<file path="config.mk">
export PLATFORM = sky130hd
export DESIGN_NAME = mmio_fabric
export DESIGN_NICKNAME = d
export VERILOG_FILES = /design/src/rtl/mmio_fabric.sv
export SDC_FILE = /design/constraint.sdc
export NUM_CORES = 1
export LEC_CHECK = 0
export BUFFER_PORTS_ARGS = -buffer_cell sky130_fd_sc_hd__buf_2
export CORE_AREA = 2 2 191 193
export CTS_BUF_LIST = sky130_fd_sc_hd__clkbuf_8
export CTS_CLUSTER_SIZE = 14
export DETAILED_ROUTE_END_ITERATION = 10
export DIE_AREA = 0 0 193 195
export REMOVE_ABC_BUFFERS = 1
export SYNTH_ARGS = -nofsm -noshare
export SYNTH_HDL_FRONTEND = slang
export SYNTH_SLANG_ARGS = --single-unit
</file>
<file path="constraint.sdc">
create_clock -name clk -period 3.5 [get_ports clk]
set_clock_uncertainty 0.2 [all_clocks]
set_input_delay 0.525 -clock clk [delete_from_list [all_inputs] [get_ports clk]]
set_output_delay 0.525 -clock clk [all_outputs]
set_load 0.05 [all_outputs]
</file>
<file path="src/rtl/mmio_fabric.sv">
// Single-master MMIO interconnect: decodes the top address bits to one of
// N_SLAVES valid/ready ports, holds the registered request until the slave
// answers, and turns unmapped or timed-out accesses into bus errors with an
// error-address log, a saturating error counter and a one-cycle error pulse.
module mmio_fabric #(
    parameter int          ADDR_W   = 32,
    parameter int          DATA_W   = 32,
    parameter int          SEL_BITS = 3,
    parameter int          N_SLAVES = 8,
    parameter int          TIMEOUT  = 255,
    parameter logic [31:0] ERR_DATA = 32'hDEADBEEF
) (
    input  logic                       clk,
    input  logic                       rst_n,
    input  logic                       m_valid,
    input  logic [ADDR_W-1:0]          m_addr,
    input  logic [DATA_W-1:0]          m_wdata,
    input  logic [DATA_W/8-1:0]        m_wstrb,
    output logic                       m_ready,
    output logic [DATA_W-1:0]          m_rdata,
    output logic                       m_err,
    output logic [N_SLAVES-1:0]        s_valid,
    output logic [ADDR_W-1:0]          s_addr,
    output logic [DATA_W-1:0]          s_wdata,
    output logic [DATA_W/8-1:0]        s_wstrb,
    input  logic [N_SLAVES-1:0]        s_ready,
    input  logic [N_SLAVES*DATA_W-1:0] s_rdata,
    output logic [ADDR_W-1:0]          err_addr,
    output logic [7:0]                 err_count,
    output logic                       err_irq
);

    localparam int STRB_W = DATA_W / 8;
    // Wide enough to hold TIMEOUT; a disabled timeout still needs one bit.
    localparam int CNT_W  = (TIMEOUT > 0) ? $clog2(TIMEOUT + 1) : 1;

    typedef enum logic [1:0] {
        IDLE,
        WAIT,
        RESP
    } state_e;

    state_e              state_q, state_d;
    logic [ADDR_W-1:0]   addr_q, addr_d;
    logic [DATA_W-1:0]   wdata_q, wdata_d;
    logic [STRB_W-1:0]   wstrb_q, wstrb_d;
    logic [SEL_BITS-1:0] sel_q, sel_d;
    logic [CNT_W-1:0]    cnt_q, cnt_d;
    logic [DATA_W-1:0]   rdata_q, rdata_d;
    logic                err_q, err_d;
    logic [ADDR_W-1:0]   err_addr_q, err_addr_d;
    logic [7:0]          err_count_q, err_count_d;

    logic [SEL_BITS-1:0] m_sel;
    logic                mapped;
    logic                ready_hit;
    logic                timeout_hit;
    logic [DATA_W-1:0]   sel_rdata;

    // Slave-side decode: one-hot request, selected ready and selected read data.
    always_comb begin
        // NOTE: every signal assigned in a combinational block gets a default
        // first, so no path through the block can leave it unassigned (latch).
        s_valid   = '0;
        sel_rdata = '0;
        for (int k = 0; k < N_SLAVES; k++) begin
            s_valid[k] = (state_q == WAIT) && (32'(sel_q) == 32'(k));
            if (s_valid[k]) begin
                sel_rdata = s_rdata[k*DATA_W +: DATA_W];
            end
        end
        // Only the slave currently being requested can complete the access.
        ready_hit   = |(s_ready & s_valid);
        timeout_hit = (TIMEOUT != 0) && (cnt_q == CNT_W'(TIMEOUT - 1));
        m_sel       = m_addr[ADDR_W-1 -: SEL_BITS];
        mapped      = 32'(m_sel) < 32'(N_SLAVES);
    end

    // Next-state and datapath update for the IDLE -> WAIT -> RESP sequence.
    always_comb begin
        state_d     = state_q;
        addr_d      = addr_q;
        wdata_d     = wdata_q;
        wstrb_d     = wstrb_q;
        sel_d       = sel_q;
        cnt_d       = cnt_q;
        rdata_d     = rdata_q;
        err_d       = err_q;
        err_addr_d  = err_addr_q;
        err_count_d = err_count_q;
        unique case (state_q)
            IDLE: begin
                cnt_d = '0;
                if (m_valid) begin
                    addr_d  = m_addr;
                    wdata_d = m_wdata;
                    wstrb_d = m_wstrb;
                    sel_d   = m_sel;
                    if (mapped) begin
                        err_d   = 1'b0;
                        state_d = WAIT;
                    end else begin
                        err_d   = 1'b1;
                        rdata_d = DATA_W'(ERR_DATA);
                        state_d = RESP;
                    end
                end
            end
            WAIT: begin
                if (ready_hit) begin
                    rdata_d = sel_rdata;
                    err_d   = 1'b0;
                    state_d = RESP;
                end else if (timeout_hit) begin
                    rdata_d = DATA_W'(ERR_DATA);
                    err_d   = 1'b1;
                    state_d = RESP;
                end else if (cnt_q != '1) begin
                    cnt_d = cnt_q + 1'b1;
                end
            end
            RESP: begin
                // m_valid is deliberately ignored here so one request is
                // never accepted twice.
                if (err_q) begin
                    err_addr_d = addr_q;
                    if (err_count_q != 8'hFF) begin
                        err_count_d = err_count_q + 8'd1;
                    end
                end
                state_d = IDLE;
            end
            default: state_d = IDLE;
        endcase
    end

    // State and datapath registers; reset abandons any transaction in flight.
    always_ff @(posedge clk or negedge rst_n) begin
        if (!rst_n) begin
            state_q     <= IDLE;
            addr_q      <= '0;
            wdata_q     <= '0;
            wstrb_q     <= '0;
            sel_q       <= '0;
            cnt_q       <= '0;
            rdata_q     <= '0;
            err_q       <= 1'b0;
            err_addr_q  <= '0;
            err_count_q <= '0;
        end else begin
            // NOTE: sequential state uses non-blocking assignments so every
            // register samples its pre-edge value regardless of ordering.
            state_q     <= state_d;
            addr_q      <= addr_d;
            wdata_q     <= wdata_d;
            wstrb_q     <= wstrb_d;
            sel_q       <= sel_d;
            cnt_q       <= cnt_d;
            rdata_q     <= rdata_d;
            err_q       <= err_d;
            err_addr_q  <= err_addr_d;
            err_count_q <= err_count_d;
        end
    end

    assign m_ready   = (state_q == RESP);
    assign m_err     = m_ready & err_q;
    assign err_irq   = m_ready & err_q;
    assign m_rdata   = rdata_q;
    assign s_addr    = addr_q;
    assign s_wdata   = wdata_q;
    assign s_wstrb   = wstrb_q;
    assign err_addr  = err_addr_q;
    assign err_count = err_count_q;

endmodule
</file>
; After elaboration in Yosys (flattened, before gate mapping)
; Index checks and enable logic that the tools add are counted.
[op_classes]
bitwise = 2
n_eq_ne = 17
n_reduce_logical = 20
add_sub_neg = 2
mux = 22
[ops]
columns = operator, count
row1 = 2-to-1 mux 32 bit, 10
row2 = 2-to-1 mux 8 bit, 3
row3 = adder 8 x 1 -> 8 bit (second input constant), 2
row4 = != test 8 bit (second input constant), 2
row5 = one-hot mux 8 bit (2 select lines), 1
row6 = == test 3 bit (second input constant), 4
row7 = AND 8 bit, 1
row8 = == test 8 bit (second input constant), 1
row9 = logical AND 1 bit, 8
row10 = AND reduction 2 bit, 4
row11 = OR reduction 8 bit, 1
row12 = == test 3 x 2 -> 1 bit (second input constant), 2
row13 = 2-to-1 mux 2 bit, 3
row14 = != test 2 bit (second input constant), 3
row15 = AND reduction 3 bit, 2
row16 = one-hot mux 2 bit (2 select lines), 1
row17 = AND reduction 4 bit, 1
row18 = nonzero test 2 bit, 2
row19 = == test 3 x 1 -> 1 bit (second input constant), 1
row20 = zero test 3 bit, 1
row21 = 2-to-1 mux 1 bit, 3
row22 = != test 3 bit (second input constant), 1
row23 = == test 2 x 1 -> 1 bit (second input constant), 1
row24 = == test 2 bit (second input constant), 1
row25 = 4 further kinds, 4
[word_totals]
out_inout_bits = 151
word_cells = 73
input_bits = 335
reg_bits = 154

; Depth between registers and ports, before layout
[logic_depth]
word_depth = 11
mapped_depth = 8
ltp_nobuf = 7

; Worst setup path before layout
; Ideal clock, no wire load.
[synth_path]
path_kind = flip-flop to output port
from = register s_addr[29] (netlist name)
to = output port s_valid[4]
path_buffers = 3
arrival_time_ps = 2484
path_stages_with_launch = 6
slack_ps = 291
required_time_ps = 2775
path_cell_list = dfrtp_1 buf_2 or2_2 clkbuf_1 clkbuf_1 nor3_1
[synth_rtl]
columns = element, line_no
row1 = "end, declared", 22  ; output logic [N_SLAVES-1:0] s_valid,

==> flow_summary.yaml <==
run_status:
  status: "finished, final reports clean"
finish:
  post-route-cell-area_um2: 12200
  post_layout_nonfiller_instances: 1966
  layout.nets: 1822
  final.fill_count: 3734
  area_growth_pct: 45.0
  drive_gt1_share_pct: 38.1
  final_util_pct: 34.4
timing:
  timing.slew.headroom_pct: 49.8
  final-max-slew-violation-count: 0
  finalCriticalPeriod_ns: 3.17
  setup_violations: 0
  top_achievable_clock_speed_mhz: 316
  worst_slew_pin_slew_ns: 0.753
  layout_worst_path_cycle_share_pct: 90.5
  rsz_0062_raised_after_global_routing: "false"
  finalHoldViolations: 0
setup_path:
  worstPathArrival_ns: 2.44
  crit_chain: "inv_2, nand2_1, nor2_1, buf_2"
  element_type_at_the_critical_path_start: "flop"
  slowest_stage_cell_crit_path: "dfrtp_4"
  slowest_delay_ns: 0.64
  critical_path_buf_inv_count: 2
  critical-path-top-delay-family: "buffers and inverters"
  worstSetupEndpointType: "output port"
  path_class: "reg2out"
  cp.required_ns: 2.77
  critical_path_peak_fanout: 30
die:
  core_area_um2: 35400
  initial_core_utilization_pct: 23.7
  std_cell_rows: 69
  ioPinCount: 486
  die_w_um: 193
  die_area_um2: 37600
  chipHeight_um: 195
clock_tree:
  deepest_level_of_the_cts_h_tree: 4
  cts.sink_count: 151
  cts_made_buffers: 17
  insertion_delay_ns: 0.48
  ctsRootBufferMaster: "clkbuf_8"
  post_cts.resized_instances: 0
  tritoncts: "built"
  clock_pin_transition_on_the_worst_setup_and_hold_timing_paths_ns: 0.09
  clock_tree_buf_depth: 2
detailed_routing:
  drt-wirelength-per-cell_um: 18.0
  via_count: 9368
  highest-signal-layer: "met5"
  detailroute.wirelength.met2_um: 17700
  residual_antenna_violating_net_count_after_detailed_routing: 0
  finalWirelength_um: 35400
  dr_wl_met3_um: 3310
  wl_met1_um: 13700
  vias_per_cell: 4.77
  drcViolationCount: 0
  drt_pass1_iterations: 5
  drtIter0Drc: 558
synthesis:
  post_synth_inst_count: 987
  yosys_most_used_dff: "dfrtp_1"
  synth.area.top_cells: "dfrtp_1, nand2_1, mux2i_1"
  post_synth.cell_area_avg_um2: 8.51
  synth.top_cells.by_count: "nand2_1, dfrtp_1, nor2_1"
  synth_edf_count: 0
  synthMostInstantiatedCell: "nand2_1"
  ys_ff_latch: 151
  yosysTopAreaCellShare_pct: 45.0
  synth.distinct_cells: 51
  async_set_or_reset_register_ratio_after_synthesis_pct: 100
  synth_sequential_area_ratio_pct: 45.0
  ys.warnings.count: 0
  syn_area_um2: 8400
  synth.largest_area_cell: "dfrtp_1"
pwr:
  switchingPower_uw: 5900
  power.share.switching_pct: 54.7
  p_clk_share_pct: 12.8
  ir_worst_vdd_mv: 0.552
  share_seq_of_total_power_pct: 26.5
  cellInternalPower_uw: 4890
  static-leakage-power_uw: 0.00646
  combPwrFrac_pct: 60.7
  power.density_cell_area_nw_per_um2: 886
placement:
  dp_hpwl_um: 27300
  buffer_ports.inserted: 485
  cells_after_dpl: 1877
  postPlaceCellArea_um2: 11300
  place.gp.congestion: 0.885
global_route:
  grt_start_max_net_pins: 82
  global_route.overflow_total: 0
  grt_pass1_wl_um: 51900
  grt_pass1_vias: 9139
  initial_antenna_violation_count: 8
  grt_use_total_pct: 18.2
min_path:
  hold_path.class: "in2reg"
run:
  max_cap_violations: 0
-- flip-flops by register name, summed over array words and instances, names as in the netlist --
signal,cells
err_count,8
err_addr,32
state_q,2
m_rdata,32
s_addr,32
s_wdata,32
s_wstrb,4
err_q,1
cnt_q,8
-- per-layer routing --
layer / GRT usage, % / up-vias
met1: 20.9 / 4390
li1: - / 4470
met5: 0 / -
met3: 5.28 / 49
met2: 32.4 / 457
met4: 5.86 / 2
-- tightest hold or removal path: cells and delay by family --
family,cells,cell delay (ns)
simple gates,2,0.09
buf+inv,1,0.08
-- layout make-up --
| class | count | area (um^2) | area share (%) |
|---|---|---|---|
| diodes | 8 | 20.0 | 0.164 |
| repair buffers | 556 | 3130 | 25.7 |
| clock buffers | 18 | 248 | 2.03 |
| inverters | 7 | 26.3 | 0.216 |
| multi-input cells | 751 | 4250 | 34.9 |
| clock inverters | 14 | 150 | 1.23 |
| well taps | 461 | 577 | 4.73 |
| flip-flops and latches | 151 | 3790 | 31.1 |
-- timing repair --
action                                 4_1_cts  5_1_grt
endpoints found under the hold margin      110        0
hold buffers                                49        0
setup buffers                                0        0
-- cell usage in the layout (no fill, tap or decap), drive strengths merged, types with 5 or more instances in the layout --
cell type	count
a221o	24
o22ai	9
mux2	12
a211oi	23
buf	507
a32o	7
clkinv	5
o2111ai	21
inv	13
dlygate4sd3	49
o21ai	48
diode	8
mux2i	52
and3	7
clkbuf	18
a31oi	31
a21oi	40
nand2	326
nor2	71
a21o	21
dfrtp	151
-- path summary, 6_finish.rpt --
check / from / endpoint / slack, ns / depth (start not counted)
min in group asynchronous: rst_n / s_addr[17]$_DFFE_PN0P_ / 0.38 / 2
max in group asynchronous: rst_n / m_rdata[15]$_DFFE_PN0P_ / 1.79 / 3
min: m_addr[10] / s_addr[10]$_DFFE_PN0P_ / 0.05 / 3
min reg2reg: s_wstrb[2]$_DFFE_PN0P_ / s_wstrb[2]$_DFFE_PN0P_ / 0.27 / 2
max: s_addr[29]$_DFFE_PN0P_ / s_valid[6] / 0.33 / 4
max reg2reg: s_addr[29]$_DFFE_PN0P_ / m_rdata[6]$_DFFE_PN0P_ / 0.99 / 7
-- power by group through the flow --
stage          Sequential, uW  Combinational [uW]  Clock (uW)
6_report                 2860                6550        1380
5_1_grt                  2950                7050        1520
4_1_cts                  2860                6590        1440
3_5_place_dp             2890                6550           0
3_3_place_gp             2870                6470           0
2_1_floorplan            4940                2500           0
-- kinds of logic (layout without fill, tap and decap cells) --
family                     after synthesis  after routing  share of synthesized area (%)
AOI/OAI and AO/OA                      242            242                           20.1
buffers and inverters                   85            595                           4.63
and+or+nand+nor                        432            432                           20.5
muxes                                   67             67                           8.61
xor gates and xnor gates                 7              7                          0.730
adders and majority gates                3              3                          0.447
other                                    0              8                              0
DFF                                    151            151                           45.0
-- metrics by stage --
step	power [uW]	hold slack (ns)	setup TNS (ns)	setup slack (ns)
after floorplan	7440	0.0294	-96.37	-2.26
after global placement	9340	0.252	0	0.881
after detailed placement	9430	0.256	0	0.867
after CTS	10900	0.000329	0	0.312
after global routing	11500	0.00944	0	0.131
final	10800	0.0454	0	0.333
Note: power is estimated with default switching activity, not from simulation.
